## src/rtl/jtbubl_rom_arb_pkg.sv

```systemverilog
// Shared definitions for the program-ROM arbiter.
//   - requester ids, which also serve as the round-robin pointer values
//   - arbiter FSM state encoding
//   - default SDRAM word offsets of the three ROM regions
//   - round-robin helpers: next requester and pick of a pending requester
package jtbubl_rom_arb_pkg;

  typedef enum logic [1:0] {
    REQ_MAIN = 2'd0,
    REQ_SUB  = 2'd1,
    REQ_MCU  = 2'd2
  } req_id_e;

  typedef enum logic [1:0] {
    ST_IDLE = 2'd0,
    ST_REQ  = 2'd1,
    ST_WAIT = 2'd2
  } state_e;

  // Widest word tag among the requesters (main: 18-bit byte address).
  localparam int TAG_W = 17;

  localparam logic [21:0] DEF_MAIN_OFFSET = 22'h00_0000;
  localparam logic [21:0] DEF_SUB_OFFSET  = 22'h02_0000;
  localparam logic [21:0] DEF_MCU_OFFSET  = 22'h02_4000;

  typedef struct packed {
    logic    found;
    req_id_e id;
  } pick_t;

  function automatic req_id_e next_id(input req_id_e id);
    case (id)
      REQ_MAIN: next_id = REQ_SUB;
      REQ_SUB:  next_id = REQ_MCU;
      default:  next_id = REQ_MAIN;
    endcase
  endfunction

  // First pending requester, searching main->sub->mcu->main from ptr.
  function automatic pick_t rr_pick(input req_id_e ptr, input logic [2:0] pend);
    pick_t   res;
    req_id_e id;
    res.found = 1'b0;
    res.id    = REQ_MAIN;
    id        = ptr;
    for (int i = 0; i < 3; i++) begin
      if (!res.found && pend[id]) begin
        res.found = 1'b1;
        res.id    = id;
      end
      id = next_id(id);
    end
    return res;
  endfunction

endpackage

```

## src/rtl/jtbubl_rom_arb_if.sv

```systemverilog
// Bus bundle between the CPU block, the ROM arbiter and the SDRAM controller.
//   slave  : the arbiter's view (takes CPU requests and SDRAM responses,
//            drives ok/data back to the CPUs and the SDRAM read request)
//   master : the surrounding system's view (CPUs plus SDRAM controller)
interface jtbubl_rom_arb_if #(
  parameter int SDRAM_AW = 22
);
  logic [17:0]         main_addr;
  logic                main_cs;
  logic                main_ok;
  logic [7:0]          main_data;

  logic [14:0]         sub_addr;
  logic                sub_cs;
  logic                sub_ok;
  logic [7:0]          sub_data;

  logic [11:0]         mcu_addr;
  logic                mcu_cs;
  logic                mcu_ok;
  logic [7:0]          mcu_data;

  logic [SDRAM_AW-1:0] sdram_addr;
  logic                sdram_req;
  logic                sdram_ack;
  logic                sdram_rdy;
  logic [15:0]         sdram_dout;

  modport slave (
    input  main_addr, main_cs, sub_addr, sub_cs, mcu_addr, mcu_cs,
           sdram_ack, sdram_rdy, sdram_dout,
    output main_ok, main_data, sub_ok, sub_data, mcu_ok, mcu_data,
           sdram_addr, sdram_req
  );

  modport master (
    output main_addr, main_cs, sub_addr, sub_cs, mcu_addr, mcu_cs,
           sdram_ack, sdram_rdy, sdram_dout,
    input  main_ok, main_data, sub_ok, sub_data, mcu_ok, mcu_data,
           sdram_addr, sdram_req
  );
endinterface

```

## src/rtl/jtbubl_rom_slot.sv

```systemverilog
// One-word read cache for a single ROM requester.
//   clk24, rst : clock and asynchronous active-high reset
//   addr, cs   : requester byte address and chip select
//   fill       : one-cycle strobe writing fill_tag/fill_word and setting valid
//   ok         : cs with a tag hit on the cached word (combinational)
//   data       : byte lane of the cached word selected by addr[0]
//   miss       : cs without a hit; the requester needs an SDRAM read
module jtbubl_rom_slot #(
  parameter int AW = 18
) (
  input  logic          clk24,
  input  logic          rst,
  input  logic [AW-1:0] addr,
  input  logic          cs,
  input  logic          fill,
  input  logic [AW-2:0] fill_tag,
  input  logic [15:0]   fill_word,
  output logic          ok,
  output logic [7:0]    data,
  output logic          miss
);

  logic [AW-2:0] tag;
  logic [15:0]   word;
  logic          valid;
  logic          hit;

  // NOTE: only one word per requester, so every cache register gets a reset
  // value; a deep memory would clear just the valid bit instead.
  always_ff @(posedge clk24 or posedge rst) begin
    if (rst) begin
      tag   <= '0;
      word  <= '0;
      valid <= 1'b0;
    end else if (fill) begin
      tag   <= fill_tag;
      word  <= fill_word;
      valid <= 1'b1;
    end
  end

  assign hit  = cs && valid && (tag == addr[AW-1:1]);
  assign ok   = hit;
  assign data = addr[0] ? word[15:8] : word[7:0];
  assign miss = cs && !hit;

endmodule

```

## src/rtl/jtbubl_rom_arb.sv

```systemverilog
// Shares one SDRAM read port among the main CPU, sub CPU and MCU program
// ROMs. Each requester has a one-word cache; misses are served one at a
// time in round-robin order so a CPU spinning in a ROM loop cannot starve
// the others.
//   clk24, rst : clock and asynchronous active-high reset
//   bus        : requester addr/cs/ok/data triplets and the SDRAM read port
//                (sdram_addr/req out, sdram_ack/rdy/dout in)
module jtbubl_rom_arb
  import jtbubl_rom_arb_pkg::*;
#(
  parameter int                  SDRAM_AW    = 22,
  parameter logic [SDRAM_AW-1:0] MAIN_OFFSET = SDRAM_AW'(DEF_MAIN_OFFSET),
  parameter logic [SDRAM_AW-1:0] SUB_OFFSET  = SDRAM_AW'(DEF_SUB_OFFSET),
  parameter logic [SDRAM_AW-1:0] MCU_OFFSET  = SDRAM_AW'(DEF_MCU_OFFSET)
) (
  input  logic            clk24,
  input  logic            rst,
  jtbubl_rom_arb_if.slave bus
);

  state_e              state, state_nxt;
  req_id_e             ptr, ptr_nxt;
  req_id_e             gnt, gnt_nxt;
  logic [TAG_W-1:0]    lat_tag, tag_nxt;
  logic                req_nxt;
  logic [SDRAM_AW-1:0] addr_nxt;
  logic [2:0]          pend;
  logic [2:0]          fill;
  pick_t               pick;
  logic [TAG_W-1:0]    pick_tag;
  logic [SDRAM_AW-1:0] pick_off;

  jtbubl_rom_slot #(.AW(18)) u_main (
    .clk24     (clk24),
    .rst       (rst),
    .addr      (bus.main_addr),
    .cs        (bus.main_cs),
    .fill      (fill[REQ_MAIN]),
    .fill_tag  (lat_tag[16:0]),
    .fill_word (bus.sdram_dout),
    .ok        (bus.main_ok),
    .data      (bus.main_data),
    .miss      (pend[REQ_MAIN])
  );

  jtbubl_rom_slot #(.AW(15)) u_sub (
    .clk24     (clk24),
    .rst       (rst),
    .addr      (bus.sub_addr),
    .cs        (bus.sub_cs),
    .fill      (fill[REQ_SUB]),
    .fill_tag  (lat_tag[13:0]),
    .fill_word (bus.sdram_dout),
    .ok        (bus.sub_ok),
    .data      (bus.sub_data),
    .miss      (pend[REQ_SUB])
  );

  jtbubl_rom_slot #(.AW(12)) u_mcu (
    .clk24     (clk24),
    .rst       (rst),
    .addr      (bus.mcu_addr),
    .cs        (bus.mcu_cs),
    .fill      (fill[REQ_MCU]),
    .fill_tag  (lat_tag[10:0]),
    .fill_word (bus.sdram_dout),
    .ok        (bus.mcu_ok),
    .data      (bus.mcu_data),
    .miss      (pend[REQ_MCU])
  );

  // NOTE: every signal written here gets a default first so no path through
  // the case leaves it unassigned, which would otherwise infer a latch.
  always_comb begin
    state_nxt = state;
    ptr_nxt   = ptr;
    gnt_nxt   = gnt;
    tag_nxt   = lat_tag;
    req_nxt   = bus.sdram_req;
    addr_nxt  = bus.sdram_addr;
    fill      = 3'b000;

    pick = rr_pick(ptr, pend);
    case (pick.id)
      REQ_SUB: begin
        pick_tag = TAG_W'(bus.sub_addr[14:1]);
        pick_off = SUB_OFFSET;
      end
      REQ_MCU: begin
        pick_tag = TAG_W'(bus.mcu_addr[11:1]);
        pick_off = MCU_OFFSET;
      end
      default: begin
        pick_tag = bus.main_addr[17:1];
        pick_off = MAIN_OFFSET;
      end
    endcase

    case (state)
      ST_IDLE: begin
        if (pick.found) begin
          gnt_nxt   = pick.id;
          tag_nxt   = pick_tag;
          // Offset addition wraps modulo 2^SDRAM_AW.
          addr_nxt  = pick_off + SDRAM_AW'(pick_tag);
          req_nxt   = 1'b1;
          state_nxt = ST_REQ;
        end
      end
      ST_REQ: begin
        if (bus.sdram_ack) begin
          req_nxt = 1'b0;
          // Data arriving with the ack completes the read in the same step.
          if (bus.sdram_rdy) begin
            fill[gnt] = 1'b1;
            ptr_nxt   = next_id(gnt);
            state_nxt = ST_IDLE;
          end else begin
            state_nxt = ST_WAIT;
          end
        end
      end
      ST_WAIT: begin
        if (bus.sdram_rdy) begin
          fill[gnt] = 1'b1;
          ptr_nxt   = next_id(gnt);
          state_nxt = ST_IDLE;
        end
      end
      default: state_nxt = ST_IDLE;
    endcase
  end

  // NOTE: state is updated with non-blocking assignments so every register
  // samples the pre-edge values regardless of statement order.
  always_ff @(posedge clk24 or posedge rst) begin
    if (rst) begin
      state          <= ST_IDLE;
      ptr            <= REQ_MAIN;
      gnt            <= REQ_MAIN;
      lat_tag        <= '0;
      bus.sdram_req  <= 1'b0;
      bus.sdram_addr <= '0;
    end else begin
      state          <= state_nxt;
      ptr            <= ptr_nxt;
      gnt            <= gnt_nxt;
      lat_tag        <= tag_nxt;
      bus.sdram_req  <= req_nxt;
      bus.sdram_addr <= addr_nxt;
    end
  end

endmodule

```

## src/flat_wrapper.sv

```systemverilog
// flat-port wrapper written by rule: the top's interface ports become plain ports
module jtbubl_rom_arb_flat import jtbubl_rom_arb_pkg::*;
#(
  parameter int                  SDRAM_AW    = 22,
  parameter logic [SDRAM_AW-1:0] MAIN_OFFSET = SDRAM_AW'(DEF_MAIN_OFFSET),
  parameter logic [SDRAM_AW-1:0] SUB_OFFSET  = SDRAM_AW'(DEF_SUB_OFFSET),
  parameter logic [SDRAM_AW-1:0] MCU_OFFSET  = SDRAM_AW'(DEF_MCU_OFFSET)
)
  (clk24, rst, bus_main_addr, bus_main_cs, bus_sub_addr, bus_sub_cs, bus_mcu_addr, bus_mcu_cs, bus_sdram_ack, bus_sdram_rdy, bus_sdram_dout, bus_main_ok, bus_main_data, bus_sub_ok, bus_sub_data, bus_mcu_ok, bus_mcu_data, bus_sdram_addr, bus_sdram_req);
  jtbubl_rom_arb_if #(.SDRAM_AW(SDRAM_AW)) bus_i ();
  input  logic clk24;
  input  logic rst;
  input wire logic [$bits(bus_i.main_addr)-1:0] bus_main_addr;
  input wire logic [$bits(bus_i.main_cs)-1:0] bus_main_cs;
  input wire logic [$bits(bus_i.sub_addr)-1:0] bus_sub_addr;
  input wire logic [$bits(bus_i.sub_cs)-1:0] bus_sub_cs;
  input wire logic [$bits(bus_i.mcu_addr)-1:0] bus_mcu_addr;
  input wire logic [$bits(bus_i.mcu_cs)-1:0] bus_mcu_cs;
  input wire logic [$bits(bus_i.sdram_ack)-1:0] bus_sdram_ack;
  input wire logic [$bits(bus_i.sdram_rdy)-1:0] bus_sdram_rdy;
  input wire logic [$bits(bus_i.sdram_dout)-1:0] bus_sdram_dout;
  output wire logic [$bits(bus_i.main_ok)-1:0] bus_main_ok;
  output wire logic [$bits(bus_i.main_data)-1:0] bus_main_data;
  output wire logic [$bits(bus_i.sub_ok)-1:0] bus_sub_ok;
  output wire logic [$bits(bus_i.sub_data)-1:0] bus_sub_data;
  output wire logic [$bits(bus_i.mcu_ok)-1:0] bus_mcu_ok;
  output wire logic [$bits(bus_i.mcu_data)-1:0] bus_mcu_data;
  output wire logic [$bits(bus_i.sdram_addr)-1:0] bus_sdram_addr;
  output wire logic [$bits(bus_i.sdram_req)-1:0] bus_sdram_req;
  assign bus_i.main_addr = bus_main_addr;
  assign bus_i.main_cs = bus_main_cs;
  assign bus_i.sub_addr = bus_sub_addr;
  assign bus_i.sub_cs = bus_sub_cs;
  assign bus_i.mcu_addr = bus_mcu_addr;
  assign bus_i.mcu_cs = bus_mcu_cs;
  assign bus_i.sdram_ack = bus_sdram_ack;
  assign bus_i.sdram_rdy = bus_sdram_rdy;
  assign bus_i.sdram_dout = bus_sdram_dout;
  assign bus_main_ok = bus_i.main_ok;
  assign bus_main_data = bus_i.main_data;
  assign bus_sub_ok = bus_i.sub_ok;
  assign bus_sub_data = bus_i.sub_data;
  assign bus_mcu_ok = bus_i.mcu_ok;
  assign bus_mcu_data = bus_i.mcu_data;
  assign bus_sdram_addr = bus_i.sdram_addr;
  assign bus_sdram_req = bus_i.sdram_req;
  jtbubl_rom_arb #(.SDRAM_AW(SDRAM_AW), .MAIN_OFFSET(MAIN_OFFSET), .SUB_OFFSET(SUB_OFFSET), .MCU_OFFSET(MCU_OFFSET)) u_core (.clk24(clk24), .rst(rst), .bus(bus_i));
endmodule
```

## config.mk

```make
export PLATFORM = sky130hd
export DESIGN_NAME = jtbubl_rom_arb_flat
export DESIGN_NICKNAME = d
export VERILOG_FILES = /design/src/rtl/jtbubl_rom_arb_pkg.sv /design/src/rtl/jtbubl_rom_arb_if.sv /design/src/rtl/jtbubl_rom_slot.sv /design/src/rtl/jtbubl_rom_arb.sv /design/src/flat_wrapper.sv
export SDC_FILE = /design/constraint.sdc
export NUM_CORES = 1
export LEC_CHECK = 0
export ABC_AREA = 1
export CAP_MARGIN = 20
export CORE_UTILIZATION = 50
export CTS_CLUSTER_DIAMETER = 150
export DETAILED_ROUTE_END_ITERATION = 6
export PLACE_DENSITY = 0.77
export SKIP_CTS_REPAIR_TIMING = 1
export SLEW_MARGIN = 20
export SYNTH_ARGS = -nofsm -noshare
export SYNTH_HDL_FRONTEND = slang
export SYNTH_SLANG_ARGS = --single-unit
```

## constraint.sdc

```tcl
create_clock -name clk24 -period 8.4 [get_ports clk24]
set_clock_uncertainty 0.15 [all_clocks]
set_input_delay 0.84 -clock clk24 [delete_from_list [all_inputs] [get_ports clk24]]
set_output_delay 0.84 -clock clk24 [all_outputs]
set_load 0.01 [all_outputs]
```

== After elaboration in Yosys (flattened, before gate mapping) ==
Cells that the tools add are included.
Operators by class
  reductions and logical operators: 27
  add/subtract/negate cells: 1
  equal/unequal tests: 13
  muxes and demuxes: 33
  magnitude comparators: 5
Operators with widths (count)
  $pmux W18 S2: 1
  $pmux W17 S2: 1
  $mux W8: 3
  $add A18 B17 Y19: 1
  $eq A17 B17 Y1: 1
  $pmux W2 S2: 4
  $mux W3: 5
  $eq A14 B14 Y1: 1
  $logic_and A1 B1 Y1: 12
  $lt A2 B3 Y1 const B: 4
  $mux W2: 6
  $eq A11 B11 Y1: 1
  $eq A2 B1 Y1 const B: 5
  $logic_not A2 Y1: 4
  $bmux W1 S2: 3
  $mux W1: 6
  $pmux W2 S3: 1
  $pmux W3 S2: 1
  $reduce_and A3 Y1: 2
  $logic_not A1 Y1: 5
  $eq A2 B2 Y1 const B: 2
  $ne A2 B2 Y1 const B: 2
  $reduce_and A2 Y1: 2
  $reduce_bool A2 Y1: 2
  other kinds (4): 4
Word-level totals
  flip-flop bits (word level): 139
  input port bits: 68
  word-level logic and storage cells: 94
  output and inout port bits: 50

== Logic depth before layout (Yosys ltp) ==
  depth after elaboration: 16
  gate-level depth with buffers: 25
  mapped depth without buffers: 23

== Modules after synthesis ==
A second synthesis with hierarchy kept.
Second synthesis, totals
  cells, all modules: 950
  area, all modules: 6701.4 µm²
By module, submodules not included
  jtbubl_rom_arb: area each 1900.6 µm², cells an instance 263, seq. area each 725.7 µm², instances 1
  jtbubl_rom_slot (u_core.u_main): area each 1825.5 µm², cells an instance 270, seq. area each 850.8 µm², instances 1
  jtbubl_rom_slot (u_core.u_sub): area each 1626.6 µm², cells an instance 233, seq. area each 775.7 µm², instances 1
  jtbubl_rom_slot (u_core.u_mcu): area each 1348.8 µm², cells an instance 184, seq. area each 700.7 µm², instances 1

== Worst setup path before layout ==
No wires, ideal clock.
  path kind: input to register
  start point: input port bus_main_addr[7]
  end point: register u_core.bus.sdram_addr[16] (netlist name)
  path buffers: 2
  cell stages on the path: 21
  data required time: 8.129 ns
  path slack: 4.547 ns
  library setup time: 0.121 ns
  data arrival time: 3.581 ns
  path through: inv_1 or2_2 nand3_1 nor2_1 nand3_2 nand2_2 nand2_1 nand3_2 inv_1 nand3_1 nand3_1 inv_1 ha_1 clkbuf_1 buf_1 nand2_1 inv_1 ha_1 ha_1 xor2_1 o21ai_2
RTL lines
  start: declaration: RTL line flat_wrapper.sv:13  | input wire logic [$bits(bus_i.main_addr)-1:0] bus_main_addr;
  end signal: assignment: RTL line jtbubl_rom_arb.sv:150  | bus.sdram_addr <= addr_nxt;
  end: declaration: RTL line jtbubl_rom_arb_if.sv:33  | sdram_addr, sdram_req

==> results.sh <==
export IMPL_status="finished, final reports clean"
export IMPL_synth_edff_count=0
export IMPL_slew_headroom_pct=37.98
export IMPL_slowest_stage="ha_1"
export IMPL_fin_area_um2=8320
export IMPL_syn2layout_area_growth_pct=27.84
export IMPL_ios=118
export IMPL_min_path_type="flip-flop to flip-flop"
export IMPL_crit_required_ps=8530
export IMPL_viasPerCell=5.131
export IMPL_synthTopCellsByCount="nand2_1 (236), dfrtp_1 (122), inv_1 (119)"
export IMPL_initial_core_util_pct=51.37
export IMPL_start_kind="input pin"
export IMPL_grt_max_degree=74
export IMPL_fin_crit_sh_pct=50.05
export IMPL_core_area_um2=12670
export IMPL_syn_avg_cell_area_um2=8.035
export IMPL_synth_compound_gate_area_share_pct=12.42
export IMPL_grt_pass1_vias=5419
export IMPL_cts_sinks=122
export IMPL_die_area_um2=13480
export IMPL_worstMarginPinSlew_ps=930.3
export IMPL_use_met1_pct=33.41
export IMPL_antenna_found_initial=0
export IMPL_slew_viol_final=0
export IMPL_crit_chain="clkdlybuf4s50_1, inv_1, o21ai_0, nor2_1, nand2_1, nor2_1, nand2_1, nand2_1, nand2_1, nand3_2, inv_1, nand3_1, nand3_1, inv_1, ha_1, nand2_1, inv_1, ha_1, ha_1, xor2_1, o21ai_2"
export IMPL_met2_usage_pct=42.82
export IMPL_setup_ws_ps=4196
export IMPL_worstPathArrival_ps=4340
export IMPL_final_util_pct=65.67
export IMPL_synth_adder_area_share_pct=1.346
export IMPL_critPathMaxStageDelay_ps=810
export IMPL_die_width_um=116.1
export IMPL_synth_xor_area_share_pct=0.9419
export IMPL_synthArstFlopShare_pct=100.0
export IMPL_end_kind="flip-flop"
export IMPL_overflow=0
export IMPL_drtIter0Drc=458
export IMPL_cts_root_buf="clkbuf_16"
export IMPL_diodes=0
export IMPL_rsz0062_at_grt="no"
export IMPL_synthCells=810
export IMPL_crit_type="input pin to flip-flop"
export IMPL_crit_fanout=16
export IMPL_cts_buffers=17
export IMPL_fin_setup_tns_ps=0
export IMPL_drive_gt1_share_pct=11.68
export IMPL_p_leak_nw=4.097
export IMPL_die_height_um=116.1
export IMPL_ys_seq_elements=122
export IMPL_maxCapViolations=0
export IMPL_grt_use_met3_pct=7.577
export IMPL_gr_max_usage_layer="met2"
export IMPL_synth_area_um2=6509
export IMPL_clock_path_buffers=2
export IMPL_grt_usage_pct=26.24
export IMPL_cpMostUsedCell="nand2_1"
export IMPL_final_min_clock_period_ps=4204
export IMPL_ys_types=33
export IMPL_htree_num_levels=4
export IMPL_synth_top_cell_area_share_pct=46.91
export IMPL_nFillCells=1083
export IMPL_route_detailed_drc=0
export IMPL_yosys_area_share_simple_pct=21.15
export IMPL_ys_flop_type="dfrtp_1"
export IMPL_ys_warn_count=0
export IMPL_hold_viol_final=0
export IMPL_rows=41
export IMPL_seqCellArea_um2=3053
export IMPL_ir_drop_uv=173.7
export IMPL_hold_ws_ps=322.0
export IMPL_wl_per_cell_um=15.21
export IMPL_grt_pass1_wl_um=26470
export IMPL_synth_mux_area_share_pct=5.844
export IMPL_nNetsFinal=978
export IMPL_vias=5583
export IMPL_gp_congestion=0.9800
export IMPL_fmax_ghz=0.2379
export IMPL_synth_seq_area_share_pct=46.91
export IMPL_ant_nets=0
export IMPL_synth_largest_area_cell="dfrtp_1"
export IMPL_dp_slack_ps=3835
export IMPL_cts_tree="yes"
export IMPL_setup_violations=0
export IMPL_clk_latency_ps=420
export IMPL_synth_top_family_by_area="simple AND/OR/NAND/NOR gates"
export IMPL_io_buffer_count=114
export IMPL_place_area_um2=7624
export IMPL_multi_input_area_um2=2743
export IMPL_synth_most_common_cell="nand2_1"
export IMPL_powerDensity_nw_per_um2=386.1
export IMPL_synth_area_leaders="dfrtp_1 (47%), nand2_1 (14%), o21ai_0 (8.5%)"
export IMPL_clk_pin_slew_worst_paths_ps=60
export IMPL_drt_first_pass_iters=5
export IMPL_dp_hpwl_um=11680
export IMPL_drt_total_wl_um=16550
flip-flops by register name (all words and copies together) (netlist names), 2 cells and up:
signal,cells
u_core.u_sub.word,16
u_core.bus.sdram_addr,5
u_core.gnt,2
u_core.ptr,2
u_core.u_mcu.word,16
u_core.u_main.word,16
u_core.u_mcu.tag,11
u_core.u_main.tag,17
u_core.u_sub.tag,14
u_core.lat_tag,17
u_core.state,2
path summary, 6_finish.rpt:
check,from,to,slack (ps),cells past startpoint
worst max-delay path,bus_sub_addr[4],u_core.bus.sdram_addr[16],4200,21
worst max register to register,u_core.u_sub.tag[3],u_core.bus.sdram_addr[16],4780,19
worst min-delay path,u_core.bus.sdram_req,u_core.bus.sdram_req,320,2
worst min register to register,u_core.bus.sdram_req,u_core.bus.sdram_req,320,2
max in group asynchronous,rst,u_core.u_main.tag[16],6030,3
min in group asynchronous,rst,u_core.u_sub.word[0],710,2
layer usage:
layer	routed length, µm	share of wire [%]
met1	7200	44
met2	7825	47
met3	1199	7.2
met4	323	2.0
met5	0	0
worst max-delay path: cells and delay by family:
family	cells	cell delay, ps
AND/OR/NAND/NOR	10	1010
adder cells (fa/ha/maj)	3	1140
buffers and inverters	5	860
XOR/XNOR	1	170
AO/OA/AOI/OAI	2	340
final cells by class:
type	instances	share of cell area (%)
Sequential cell	122	36.69
Inverter	121	5.489
Multi-Input combinational cell	524	32.96
Clock inverter	13	2.842
Clock buffer	19	5.444
Timing Repair Buffer	117	13.99
Tap cell	172	2.586
power by group:
part           internal (mW)  switching (mW)  total, mW  leakage (nW)
clock                  0.576           0.279      0.855         0.335
combinational          0.583           0.771       1.35          2.19
sequential             0.833           0.171       1.00          1.57
cells in the final DEF, fill, tap and decap left out, types with 9 or more instances in the layout:
| cell | n |
|---|---|
| o21ai_2 | 18 |
| nand4_1 | 9 |
| nand3_1 | 13 |
| clkdlybuf4s50_1 | 114 |
| mux2i_1 | 11 |
| nand2_2 | 14 |
| mux2_2 | 24 |
| nand2_1 | 236 |
| clkbuf_16 | 17 |
| dfrtp_1 | 122 |
| inv_1 | 118 |
| o21ai_0 | 111 |
| nor2_1 | 42 |
cells by family (layout without fill, tap and decap cells):
kind of cell             count (synthesis)  count (layout)
AO/OA/AOI/OAI                          143             143
other                                    1               3
AND/OR/NAND/NOR                        329             329
multiplexers                            35              35
buffers and inverters                  166             270
flip-flops                             122             122
XOR/XNOR                                 7               7
adder cells (fa/ha/maj)                  7               7
metrics by stage:
step	cells	power [mW]
6_report	1088	3.213
2_1_floorplan	812	1.962
3_5_place_dp	1056	2.342
4_1_cts	1088	3.215
5_1_grt	1088	3.433
3_3_place_gp	1056	2.311
No activity file was read; power rests on OpenSTA's default activity.
